File: config.mk
export PLATFORM = sky130hd
export DESIGN_NAME = gcd_core
export DESIGN_NICKNAME = d
export VERILOG_FILES = /design/src/rtl/gcd_core.sv
export SDC_FILE = /design/constraint.sdc
export NUM_CORES = 1
export LEC_CHECK = 0
export CORE_MARGIN = 10
export CORE_UTILIZATION = 62
export CTS_BUF_LIST = sky130_fd_sc_hd__clkbuf_4 sky130_fd_sc_hd__clkbuf_8 sky130_fd_sc_hd__clkbuf_16
export DETAILED_ROUTE_END_ITERATION = 7
export DONT_BUFFER_PORTS = 1
export HOLD_SLACK_MARGIN = 0.15
export PLACE_DENSITY = 0.78
export REMOVE_ABC_BUFFERS = 1
export SETUP_SLACK_MARGIN = 0.3
export SLEW_MARGIN = 20
export SYNTH_ARGS = -nofsm -noshare
export SYNTH_HDL_FRONTEND = slang
export SYNTH_SLANG_ARGS = --single-unit
File: constraint.sdc
create_clock -name clk -period 3.2 [get_ports clk]
set_clock_uncertainty 0.2 [all_clocks]
set_input_delay 0.64 -clock clk [delete_from_list [all_inputs] [get_ports clk]]
set_output_delay 0.64 -clock clk [all_outputs]
set_load 0.02 [all_outputs]
File: src/rtl/gcd_core.sv
// Subtraction-based GCD engine. Loads two unsigned operands, repeatedly
// subtracts the smaller from the larger until they converge, then reports the
// result with a one-cycle done pulse. The ordering decision comes from an
// external x<y comparator that is driven from x_reg/y_reg.
module gcd_core #(
  parameter int unsigned WIDTH = 4,
  parameter int unsigned CNT_W = 5
) (
  input  logic             clk,
  input  logic             rst_n,
  input  logic             go,
  input  logic [WIDTH-1:0] x_in,
  input  logic [WIDTH-1:0] y_in,
  input  logic             x_lt_y,
  output logic [WIDTH-1:0] x_reg,
  output logic [WIDTH-1:0] y_reg,
  output logic             ready,
  output logic             done,
  output logic [WIDTH-1:0] gcd_out,
  output logic [CNT_W-1:0] iters
);

  // StSettle sits between convergence and StDone so that done lands k+2
  // edges after the edge that accepted go; gcd_out is already stable there.
  typedef enum logic [1:0] {
    StIdle,
    StCalc,
    StSettle,
    StDone
  } state_e;

  state_e           r_state;
  logic [WIDTH-1:0] r_x;
  logic [WIDTH-1:0] r_y;
  logic [WIDTH-1:0] r_gcd;
  logic [CNT_W-1:0] r_iters;
  logic             r_ready;
  logic             r_done;

  logic             w_x_zero;
  logic             w_y_zero;
  logic             w_eq;
  logic [WIDTH-1:0] w_x_minus_y;
  logic [WIDTH-1:0] w_y_minus_x;
  logic [CNT_W-1:0] w_iters_inc;

  // Local termination tests and subtraction results; ordering comes from x_lt_y.
  always_comb begin
    w_x_zero    = (r_x == '0);
    w_y_zero    = (r_y == '0);
    w_eq        = (r_x == r_y);
    w_x_minus_y = r_x - r_y;
    w_y_minus_x = r_y - r_x;
    w_iters_inc = r_iters + CNT_W'(1);
  end

  // Control FSM with registered datapath and registered ready/done outputs.
  always_ff @(posedge clk or negedge rst_n) begin
    if (!rst_n) begin
      r_state <= StIdle;
      r_x     <= '0;
      r_y     <= '0;
      r_gcd   <= '0;
      r_iters <= '0;
      r_ready <= 1'b1;
      r_done  <= 1'b0;
    end else begin
      case (r_state)
        StIdle: begin
          if (go) begin
            r_x     <= x_in;
            r_y     <= y_in;
            r_iters <= '0;
            r_ready <= 1'b0;
            r_state <= StCalc;
          end
        end
        StCalc: begin
          if (w_x_zero) begin
            r_gcd   <= r_y;
            r_state <= StSettle;
          end else if (w_y_zero) begin
            r_gcd   <= r_x;
            r_state <= StSettle;
          end else if (w_eq) begin
            r_gcd   <= r_x;
            r_state <= StSettle;
          end else if (x_lt_y) begin
            r_y     <= w_y_minus_x;
            r_iters <= w_iters_inc;
          end else begin
            r_x     <= w_x_minus_y;
            r_iters <= w_iters_inc;
          end
        end
        StSettle: begin
          r_done  <= 1'b1;
          r_state <= StDone;
        end
        StDone: begin
          r_done  <= 1'b0;
          r_ready <= 1'b1;
          r_state <= StIdle;
        end
        default: begin
          r_done  <= 1'b0;
          r_ready <= 1'b1;
          r_state <= StIdle;
        end
      endcase
    end
  end

  // Every output is a register; nothing from go/x_in/y_in reaches a port directly.
  always_comb begin
    x_reg   = r_x;
    y_reg   = r_y;
    ready   = r_ready;
    done    = r_done;
    gcd_out = r_gcd;
    iters   = r_iters;
  end

endmodule

---- Word level (Yosys, flattened, before mapping) ----
Index checks and enable logic that the tools add are counted.
W data, S select, Z words.
storage, ports and cells
  bits in registers ....................... 21
  bits of input ports ..................... 12
  output and inout port bits .............. 19
  word-level logic and storage cells ...... 62
cells by class
  add/subtract/negate cells ............... 3
  equality and inequality tests ........... 11
  multiplexer cells ....................... 28
  reduce and logical (&&, ||, !) cells .... 13
operators by type and width
  operator               number
  $mux W4                13
  $mux W5                4
  $pmux W4 S2            2
  $ne A2 B2 Y1 const B   6
  $reduce_and A6 Y1      2
  $pmux W5 S2            1
  $logic_not A4 Y1       2
  $mux W2                4
  $pmux W2 S4            1
  $sub A4 B4 Y4          2
  $reduce_and A2 Y1      3
  $reduce_bool A2 Y1     3
  $add A5 B1 Y5 const B  1
  $reduce_and A5 Y1      1
  $eq A2 B2 Y1 const B   2
  $eq A4 B4 Y1           1
  $ne A4 B4 Y1 const B   1
  $pmux W1 S2            2
  $reduce_bool A3 Y1     1
  $eq A2 B1 Y1 const B   1
  $logic_not A2 Y1       1
  $mux W1                1

---- Longest topological paths before layout ----
Gate-level depths: netlist of run 1.
  word-level depth ........................ 6
  mapped depth ............................ 8
  gate-level depth less buffers ........... 7

---- Worst setup path before layout of run 1 ----
Ideal clock, no wire load.
  path type ............................... register to register
  from .................................... register r_x[1], in the netlist x_reg[1]
  to ...................................... register r_state[1]
  setup time .............................. 0.125 ns
  arrival time ............................ 2.264 ns
  data required time ...................... 2.875 ns
  path slack .............................. 0.611 ns
  stages on the path, launching flop included .. 7
  buffers on the path ..................... 0
  clock period less this slack ............ 2.589 ns
  cells stage by stage .................... dfrtp_1 inv_1 ha_1 and2_2 a311o_2 o21ai_0 mux2_2
on the way
  cells in the longest elaborated chain, start to end .. 3
  elaborated cells on any way between the ends .. 6
  those cells by class .................... eq/ne (2); mux (2); reduce/logical (2)
ends and longest elaborated chain
  what                                                               RTL line  RTL
  from (decl)                                                        33        logic [WIDTH-1:0] r_x;
  from (signal assigned)                                             71        r_x <= x_in;
  from (signal assigned)                                             92        r_x <= w_x_minus_y;
  $eq A4 B4 Y1 / $logic_not A4 Y1 (equally long branches)            51, 49
  $ne A4 B4 Y1 (no line) / $mux W2 (equally long branches)           n/a
  $reduce_and A2 Y1 (no line) / $pmux W2 S4 (equally long branches)  n/a
  to (signal assigned)                                               60        r_state <= StIdle;
  to (signal assigned)                                               75        r_state <= StCalc;
  to (signal assigned)                                               81        r_state <= StSettle;
  to (decl)                                                          32        state_e r_state;
Several ways; a longest one is shown, not always the timed one.
A chain may end at the register's enable or synchronous reset.

---- Final worst setup path of run 1 ----
  from .................................... register r_y[2], in the netlist y_reg[2]
  to ...................................... register r_state[1]
on the way
  cells in the longest elaborated chain, start to end .. 4
  elaborated cells on any way between the ends .. 7
  those cells by class .................... eq/ne (2); mux (3); reduce/logical (2)
ends and longest elaborated chain
  what                    RTL line  RTL
  from (decl)             34        logic [WIDTH-1:0] r_y;
  from (signal assigned)  72        r_y <= y_in;
  from (signal assigned)  89        r_y <= w_y_minus_x;
  $logic_not A4 Y1        50        w_y_zero = (r_y == '0);
  $mux W2                 82        end else if (w_y_zero) begin
  $mux W2                 79        if (w_x_zero) begin
  $pmux W2 S4             68        case (r_state)
  to (signal assigned)    81
  to (signal assigned)    84        r_state <= StSettle;
  to (signal assigned)    87        r_state <= StSettle;
Several ways; a longest one is shown, not always the timed one.

==> reports/results.tsv, run 1 <==
metric	value	unit
synth_top_family_by_area	compound AO/OA/AOI/OAI gates	
cp.arrival	2.64	ns
post_cts_buffers	0	
end_kind	flop	
final-setup-viol-count	0	
ys_warn_count	0	
rsz0062_at_grt	no	
cts.sinks	21	
cp_num_cells	5	
cts_tree	done	
grt_use_total	15.6	%
viasPerCell	6.50	
slowest_delay	0.52	ns
required	3.21	ns
period_needed	2.63	ns
clkPwrFrac	7.3	%
postPlaceCellArea	0.00146	mm²
wl	3.48	mm
numPortBuffers	0	
worst-path-buf-inv	0	
synth.most_common_cell	a21oi_1	
seq_area_frac_synth	36.7	%
layout-area-overhead-vs-synth	4.27	%
synth_ff_type	dfrtp_1	
startpoint_type	flop	
netlist_instances	149	
synthSimpleGateAreaFrac	15.6	%
maxCapViolCount	0	
switchingPower	966	µW
tightest_slew	0.984	ns
die_width	68.1	µm
io_pins	31	
cellLeakagePower	0.679	nW
cts_buffers	3	
power	1.83	mW
drc	0	
p_int	862	µW
cts_buffer_depth	2	
path_max_fanout	12	
gr-total-overflow	0	
power_density	1220	mW/mm²
antenna_found_initial	0	
drive_gt1_share	10.5	%
switching_share	52.9	%
start_util	64.9	%
largest_reg_flops	5	
multi_input_area	835	µm²
critical-path-slowest-cell	dfrtp_1	
stdcell_area	0.00150	mm²
finalMaxSlewViolations	0	
ys_ff_latch	21	
dieArea	0.00464	mm²
num_rows	17	
syn_area	0.00144	mm²
dieHeight	68.1	µm
grt_pass1_vias	1240	
fin_crit_sh	82.2	%
ff_latch_area	527	µm²
synth_xor_xnor_area_share	3.05	%
path_clk_slew	0.12	ns
power_frac_comb	56.7	%
rr_worst_depth	5	
synth_mux_area_share	5.14	%
grt_pass1_wl	5.66	mm
max-slew-margin-rel	34.2	%
clockRootBuffer	clkbuf_4	
finalHoldViolations	0	
grt_max_degree	22	
run_status	complete, no violations	
ys_types	46	
fill_cells	187	
synth_top_area_cell	dfrtp_1	
synth_edf_count	0	
cp_cell_sequence	ha_1 > and2_2 > a311o_2 > o21ai_0 > mux2_2	
ant_nets	0	
r2r_slack	0.57	ns
insertion_delay	0.31	ns
async_flop_share	100	%
coreArea	0.00221	mm²
fmax	380	MHz
setup-tns-final	0	ns
hold_depth	2	
gp_congestion	0.852	
synthTopCellsByCount	a21oi_1 (23), dfrtp_1 (20), nor2_1 (13)	
crit_type	flop to flop	
synth.top_cells.by_area	dfrtp_1 (35%), ha_1 (9.6%), a21oi_1 (8.0%), nor2_1 (3.4%), inv_1 (2.9%)	
p_seq_share	36.0	%
synth_compound_area_share	22.0	%
yosysTopAreaCellShare	34.8	%
drt_pass1_iterations	4	
yosys.area_share.adder	12.4	%
crit_family	compound AO/OA/AOI/OAI gates	
vdd_ir_drop_max	0.759	mV
holdCritPathClass	primary input to flop	
vias	1170	
n_antenna_cell	0	
dpl.hpwl	2.66	mm
drtIter0Drc	68	
layout.nets	178	
ctsHtreeMaxLevel	1	
synth_area_per_cell	9.64	µm²
wire_per_inst	19.3	µm
==> cells by family after synthesis <==
family | Yosys count
buffers and inverters | 16
muxes | 7
adders and majority gates | 13
xor gates and xnor gates | 5
and+or+nand+nor | 41
AOI/OAI and AO/OA | 46
DFF | 21
==> final timing paths <==
kind                                      startpoint                      to
worst min register to register     ready$_DFFE_PN1P_       ready$_DFFE_PN1P_
worst min-delay path                         y_in[2]    y_reg[2]$_DFFE_PN0P_
worst max-delay path            y_reg[2]$_DFFE_PN0P_  r_state[1]$_DFFE_PN0P_
max in group asynchronous                      rst_n    y_reg[3]$_DFFE_PN0P_
min in group asynchronous                      rst_n    y_reg[1]$_DFFE_PN0P_
worst max register to register  y_reg[2]$_DFFE_PN0P_  r_state[1]$_DFFE_PN0P_
==> power groups by stage <==
stage | registers [mW] | clock network, mW | logic, mW
global placement | 0.663 | 0 | 0.973
floorplan | 0.652 | 0 | 0.762
detailed placement | 0.669 | 0 | 1.02
global route | 0.680 | 0.155 | 1.16
finish | 0.658 | 0.133 | 1.04
CTS | 0.662 | 0.136 | 1.03
==> metrics by stage <==
step,setup WS (ns),hold slack (ns),instances,utilization (%)
detailed placement,0.592,0.145,175,66.0
floorplan,0.536,0.144,144,-
global route,0.482,0.338,180,67.7
CTS,0.571,0.320,180,67.7
finish,0.571,0.328,180,67.7
global placement,0.656,0.145,175,66.0
==> cells in the final DEF (no fill, tap or decap), types with 3 or more instances in the layout <==
cell type  count
xor2_1         3
mux2_2         3
ha_1          11
nand3_1        4
nand2_1        5
inv_1         11
dfrtp_1       20
nor3_1         5
o21ai_0        4
nor2_1        13
buf_4          3
mux2i_1        4
a21oi_1       23
clkbuf_4       3
==> repair_timing <==
item	CTS	global route
gates resized for setup	0	0
hold endpoints to repair	21	0
hold buffers	1	0
==> layout make-up <==
type,count,share of cell area (%)
clock inverters,1,0.334
repair buffers,4,2.17
flip-flops and latches,21,35.2
clock buffers,3,1.50
multi-input cells,112,55.7
inverters,11,2.76
well taps,28,2.34
==> layer usage <==
| metal | part of all wire, % | wire [µm] | vias to the layer above | track usage [%] |
|---|---|---|---|---|
| li1 | - | - | 549 | - |
| met1 | 38 | 1320 | 571 | 17.0 |
| met2 | 51 | 1770 | 42 | 27.1 |
| met3 | 9.6 | 335 | 8 | 5.38 |
| met4 | 1.6 | 57 | 0 | 6.53 |
| met5 | 0 | 0 | - | 0 |
Power figures use the tool's default switching activity.
==> run 2, diff against run 1 <==
- CORE_UTILIZATION: 62 -> 56
- PLACE_DENSITY: 0.78 -> 0.74
- clock period: 3.2 -> 2.1 ns (I/O delays scaled with it)
==> run 2 against run 1 <==
  * Count of clock-buffer cells in the layout up 1
  * Critical path depth up 2
  * Non-clock buffer count up 32
  * Cell area up 27%
  * Register-to-register slack worse by 0.56 ns
  * Critical endpoint is now iters[4]$_DFFE_PN0P_
  * Largest cell class unchanged
==> reports/results.tsv, run 2 (synthesized netlist as in run 1, its figures left out) <==
metric	value	unit	change
fin_crit_sh	99.4	%	+17 points
grt_use_total	16.7	%	+1.1 points
max-slew-margin-rel	31.9	%	-2.3 points
rsz0062_at_grt	yes		
cp.arrival	2.10	ns	-0.54 ns
clockRootBuffer	clkbuf_4		
n_antenna_cell	0		unchanged
run_status	complete, no violations		
cts.sinks	21		unchanged
dpl.hpwl	3.09	mm	+16%
top_usage_layer	met2		
die_width	70.6	µm	+3.7%
viasPerCell	6.10		-6.1%
largest_reg_flops	5		unchanged
layout_commonest_cell	buf_4		
io_pins	31		unchanged
layout.nets	210		+18%
num_rows	18		+1
crit_type	flop to flop		
finalMaxSlewViolations	0		unchanged
postPlaceCellArea	0.00167	mm²	+14%
cts_buffer_depth	2		unchanged
final_util	77.4	%	+9.7 points
power	3.63	mW	+99%
ctsHtreeMaxLevel	1		unchanged
layout_common_cells	buf_4 (26), dfrtp_1 (20), a21oi_1 (17), nor2_1 (12), inv_1 (10)		
drive_gt1_share	36.4	%	+26 points
grt_pass1_vias	1397		+13%
grtUsageMet1	19.1	%	+2.1 points
antenna_found_initial	0		unchanged
grt_util_met3	4.04	%	-1.3 points
cellLeakagePower	0.849	nW	+25%
setup-tns-final	0	ns	unchanged
gp_congestion	0.823		-3.5%
end_kind	flop		
cts_buffers	3		unchanged
required	2.11	ns	-1.10 ns
gr-total-overflow	0		unchanged
drc	0		unchanged
maxCapViolCount	0		unchanged
dieHeight	70.6	µm	+3.7%
use_met2	29.7	%	+2.6 points
wire_per_inst	19.5	µm	+0.73%
vias	1306		+12%
ant_nets	0		unchanged
drtIter0Drc	88		+29%
wl	4.17	mm	+20%
final-setup-viol-count	0		unchanged
numPortBuffers	0		unchanged
tightest_slew	1.02	ns	+0.0346 ns
finalHoldViolations	0		unchanged
period_needed	2.09	ns	-0.541 ns
path_clk_slew	0.12	ns	about the same
path_max_fanout	8		-4
fill_cells	180		-3.7%
startpoint_type	flop		
layout-area-overhead-vs-synth	32.3	%	
dieArea	0.00499	mm²	+7.5%
insertion_delay	0.31	ns	about the same
stdcell_area	0.00190	mm²	+27%
grt_max_degree	22		unchanged
grt_pass1_wl	6.99	mm	+24%
fmax	479	MHz	+26%
holdCritPathClass	primary input to flop		
vdd_ir_drop_max	1.28	mV	+69%
coreArea	0.00245	mm²	+11%
cts_tree	done		
power_density	1910	mW/mm²	+57%
drt_pass1_iterations	4		unchanged
start_util	58.5	%	-6.4 points
-- run 2: area by class of cell --
class / count / area [µm²] / share of cell area, %
multi-input cells: 112 / 961 / 50.6
well taps: 30 / 37.5 / 1.97
repair buffers: 36 / 304 / 16.0
flip-flops and latches: 21 / 527 / 27.7
clock buffers: 4 / 30.0 / 1.58
inverters: 11 / 41.3 / 2.17
-- run 2: worst max-delay path: stages (launching register included) --
cell,delay (ns)
dfrtp_1,0.37
inv_1,0.06
ha_1,0.31
and2_4,0.16
a311o_2,0.33
buf_6,0.15
o211a_1,0.20
a211o_1,0.22
-- run 2: path summary, 6_finish.rpt --
kind                                 startpoint                    to  slack [ns]  depth (start not counted)
max in group asynchronous                 rst_n      done$_DFFE_PN0P_        0.57                          1
hold / removal                          y_in[2]  y_reg[2]$_DFFE_PN0P_        0.14                          2
setup / recovery           x_reg[1]$_DFFE_PN0P_  iters[4]$_DFFE_PN0P_        0.01                          7
setup reg to reg           x_reg[1]$_DFFE_PN0P_  iters[4]$_DFFE_PN0P_        0.01                          7
hold reg to reg               ready$_DFFE_PN1P_     ready$_DFFE_PN1P_        0.39                          2
min in group asynchronous                 rst_n  y_reg[0]$_DFFE_PN0P_        0.51                          1
-- run 2: stage by stage --
step	cells	setup slack, ns	hold slack [ns]
CTS	214	0.00627	0.150
global route	214	-0.0582	0.151
detailed placement	204	-0.167	-0.0747
floorplan	144	-0.564	-0.0756
global placement	204	-0.0883	-0.0747
finish	214	0.0118	0.140
-- run 2: report_power, final --
part	switching, mW	internal (mW)	leakage [nW]
Sequential	0.285	0.599	0.248
Clock	0.131	0.0872	0.0184
Combinational	1.35	1.18	0.583
-- run 2: timing repair --
| action | in CTS | in global routing |
|---|---|---|
| hold buffers | 3 | 0 |
| pin swaps | 19 | 2 |
| hold endpoints to repair | 25 | 0 |
| setup endpoints to repair | 19 | 19 |
| gates resized for setup | 32 | 1 |
| buffers inserted | 3 | 0 |
-- run 2: layer usage --
layer / routed length (µm) / part of all wire (%) / up-vias
li1: - / - / 612
met1: 1700 / 41 / 650
met2: 2160 / 52 / 36
met3: 244 / 5.9 / 8
met4: 59 / 1.4 / 0
met5: 0 / 0 / -
==> RTL change, RTL diff (settings of run 2) <==
Set the parameter `WIDTH` to 3 (it was 4).
--- a/src/rtl/gcd_core.sv
+++ b/src/rtl/gcd_core.sv
@@ -3,7 +3,7 @@
 // result with a one-cycle done pulse. The ordering decision comes from an
 // external x<y comparator that is driven from x_reg/y_reg.
 module gcd_core #(
-  parameter int unsigned WIDTH = 4,
+  parameter int unsigned WIDTH = 3,
   parameter int unsigned CNT_W = 5
 ) (
   input  logic             clk,
Interface: changed (5 resized); port bits go from 31 to 26. No check against the original RTL was run, so the function may have changed too.
==> RTL change against run 2 <==
  * Synthesized area fell by 7.4%
  * Largest cell class unchanged
  * Design area rose by 3.9%
  * Sequential cell count fell by 3
  * Critical path depth fell by 1
  * Routed wire length rose by 35%
  * Setup slack improved by 37 ps
  * Via count rose by 21%
Power is not shown: default switching activity piles up to over one toggle a cycle in this logic, so the estimate is an artifact.
==> RTL change: results <==
final_layout:
  fin_cells: 221
  drive_above_1_share_pct: 46.6
  nets: 214
  largest_reg_flops: 5
  insertedDiodeCount: 0
global_route:
  grt_first_pass_wirelength_um: 6730
  antenna_found_initial: 0
  grt_use_total_pct: 18.8
  grt.met2_usage_pct: 31.1
  use_met1_pct: 21.8
  use_met3_pct: 4.35
  grt_max_degree: 19
  grt_pass1_vias: 1387
synthesis:
  synth_fa_ha_area_share_pct: 10.5
  synth_xor_area_share_pct: 1.98
  avgSynthCellArea_um2: 8.75
  yosys_warnings: 0
  synth.mux.area_fraction_pct: 0.847
  synthTopCellsByArea: "dfrtp_1 (32%), ha_1 (7.5%), nand3_1 (4.9%)"
  yosys-top-cells-count: "dfrtp_1 (17), nand3_1 (13), nor2_1 (13), a21oi_1 (12)"
  ys_seq_area_share_pct: 34.0
  yosysUniqueCellTypes: 43
  synthArstFlopShare_pct: 100
  synth_compound_area_share_pct: 23.1
clocking:
  htreeDepth: 1
  ctsLongestPathBuffers: 2
  root_buffer: "clkbuf_4"
  clk_latency_ps: 300
  path_clk_slew_ps: 110
  postCtsHoldBufs: 2
  numCtsBuffers: 3
run_status:
  outcome: "finished clean"
drt:
  highest_layer: "met4"
  first_pass_iters: 5
  routedLengthMet1_um: 1990
  vias: 1584
  drtIter0Drc: 217
  met3WireLength_um: 602
  wl_per_cell_um: 25.4
  met2_length_um: 2770
critical_path:
  regToRegEndpoint: "y_reg[0]$_DFFE_PN0P_"
  critPathKind: "reg -> reg"
  worstRegToRegCells: 6
  crit_fanout: 8
  crit_path_start: "r_state[1]$_DFFE_PN0P_"
  r2r_slack_ps: 50
worst_hold_path:
  hp-class: "in -> reg"
  hp-start: "x_lt_y"
  min_path_cells: 2
  hold-path-endpoint: "x_reg[1]$_DFFE_PN0P_"
placed_design:
  dp_cells: 192
  place_area_um2: 1480
  gp_congestion: 0.890
  io_buffer_count: 0
  hpwl_um: 2730
  preCtsSetupSlack_ps: 3.33
sta:
  holdWs_ps: 98.4
  finalCritPeriodShare_pct: 97.7
  relSlewSlack_pct: 38.2
RTL change: changes by cell type after synthesis, sizes merged, moves of 4 or more:
| cell | before | now |
|---|---|---|
| nor3 | 5 | 1 |
| nand3 | 4 | 13 |
| o21ai | 5 | 9 |
| a31oi | 1 | 5 |
| a21oi | 23 | 12 |
| mux2i | 4 | 0 |
| buf | 2 | 7 |
RTL change: repair_timing:
action | 4_1_cts | 5_1_grt
endpoints found under the setup margin | 16 | 16
gates cloned | 0 | 1
pin swaps | 7 | 20
resized for setup | 29 | 27
buffers inserted | 8 | 14
endpoints found under the hold margin | 24 | 4
RTL change: final cells by class:
cell class / count / area, um2
clock buffer: 4 / 36.3
timing repair buffer: 48 / 424
multi-input combinational: 114 / 985
inverter: 9 / 37.5
fill: 93 / 259
sequential: 18 / 457
tap: 28 / 35.0
RTL change: worst max-delay path, cell delays in order (launching register included):
cell     delay, ps
dfrtp_1        410
inv_1          100
ha_1           280
buf_6          170
nand2_2        130
nor4b_1        510
a311o_1        200
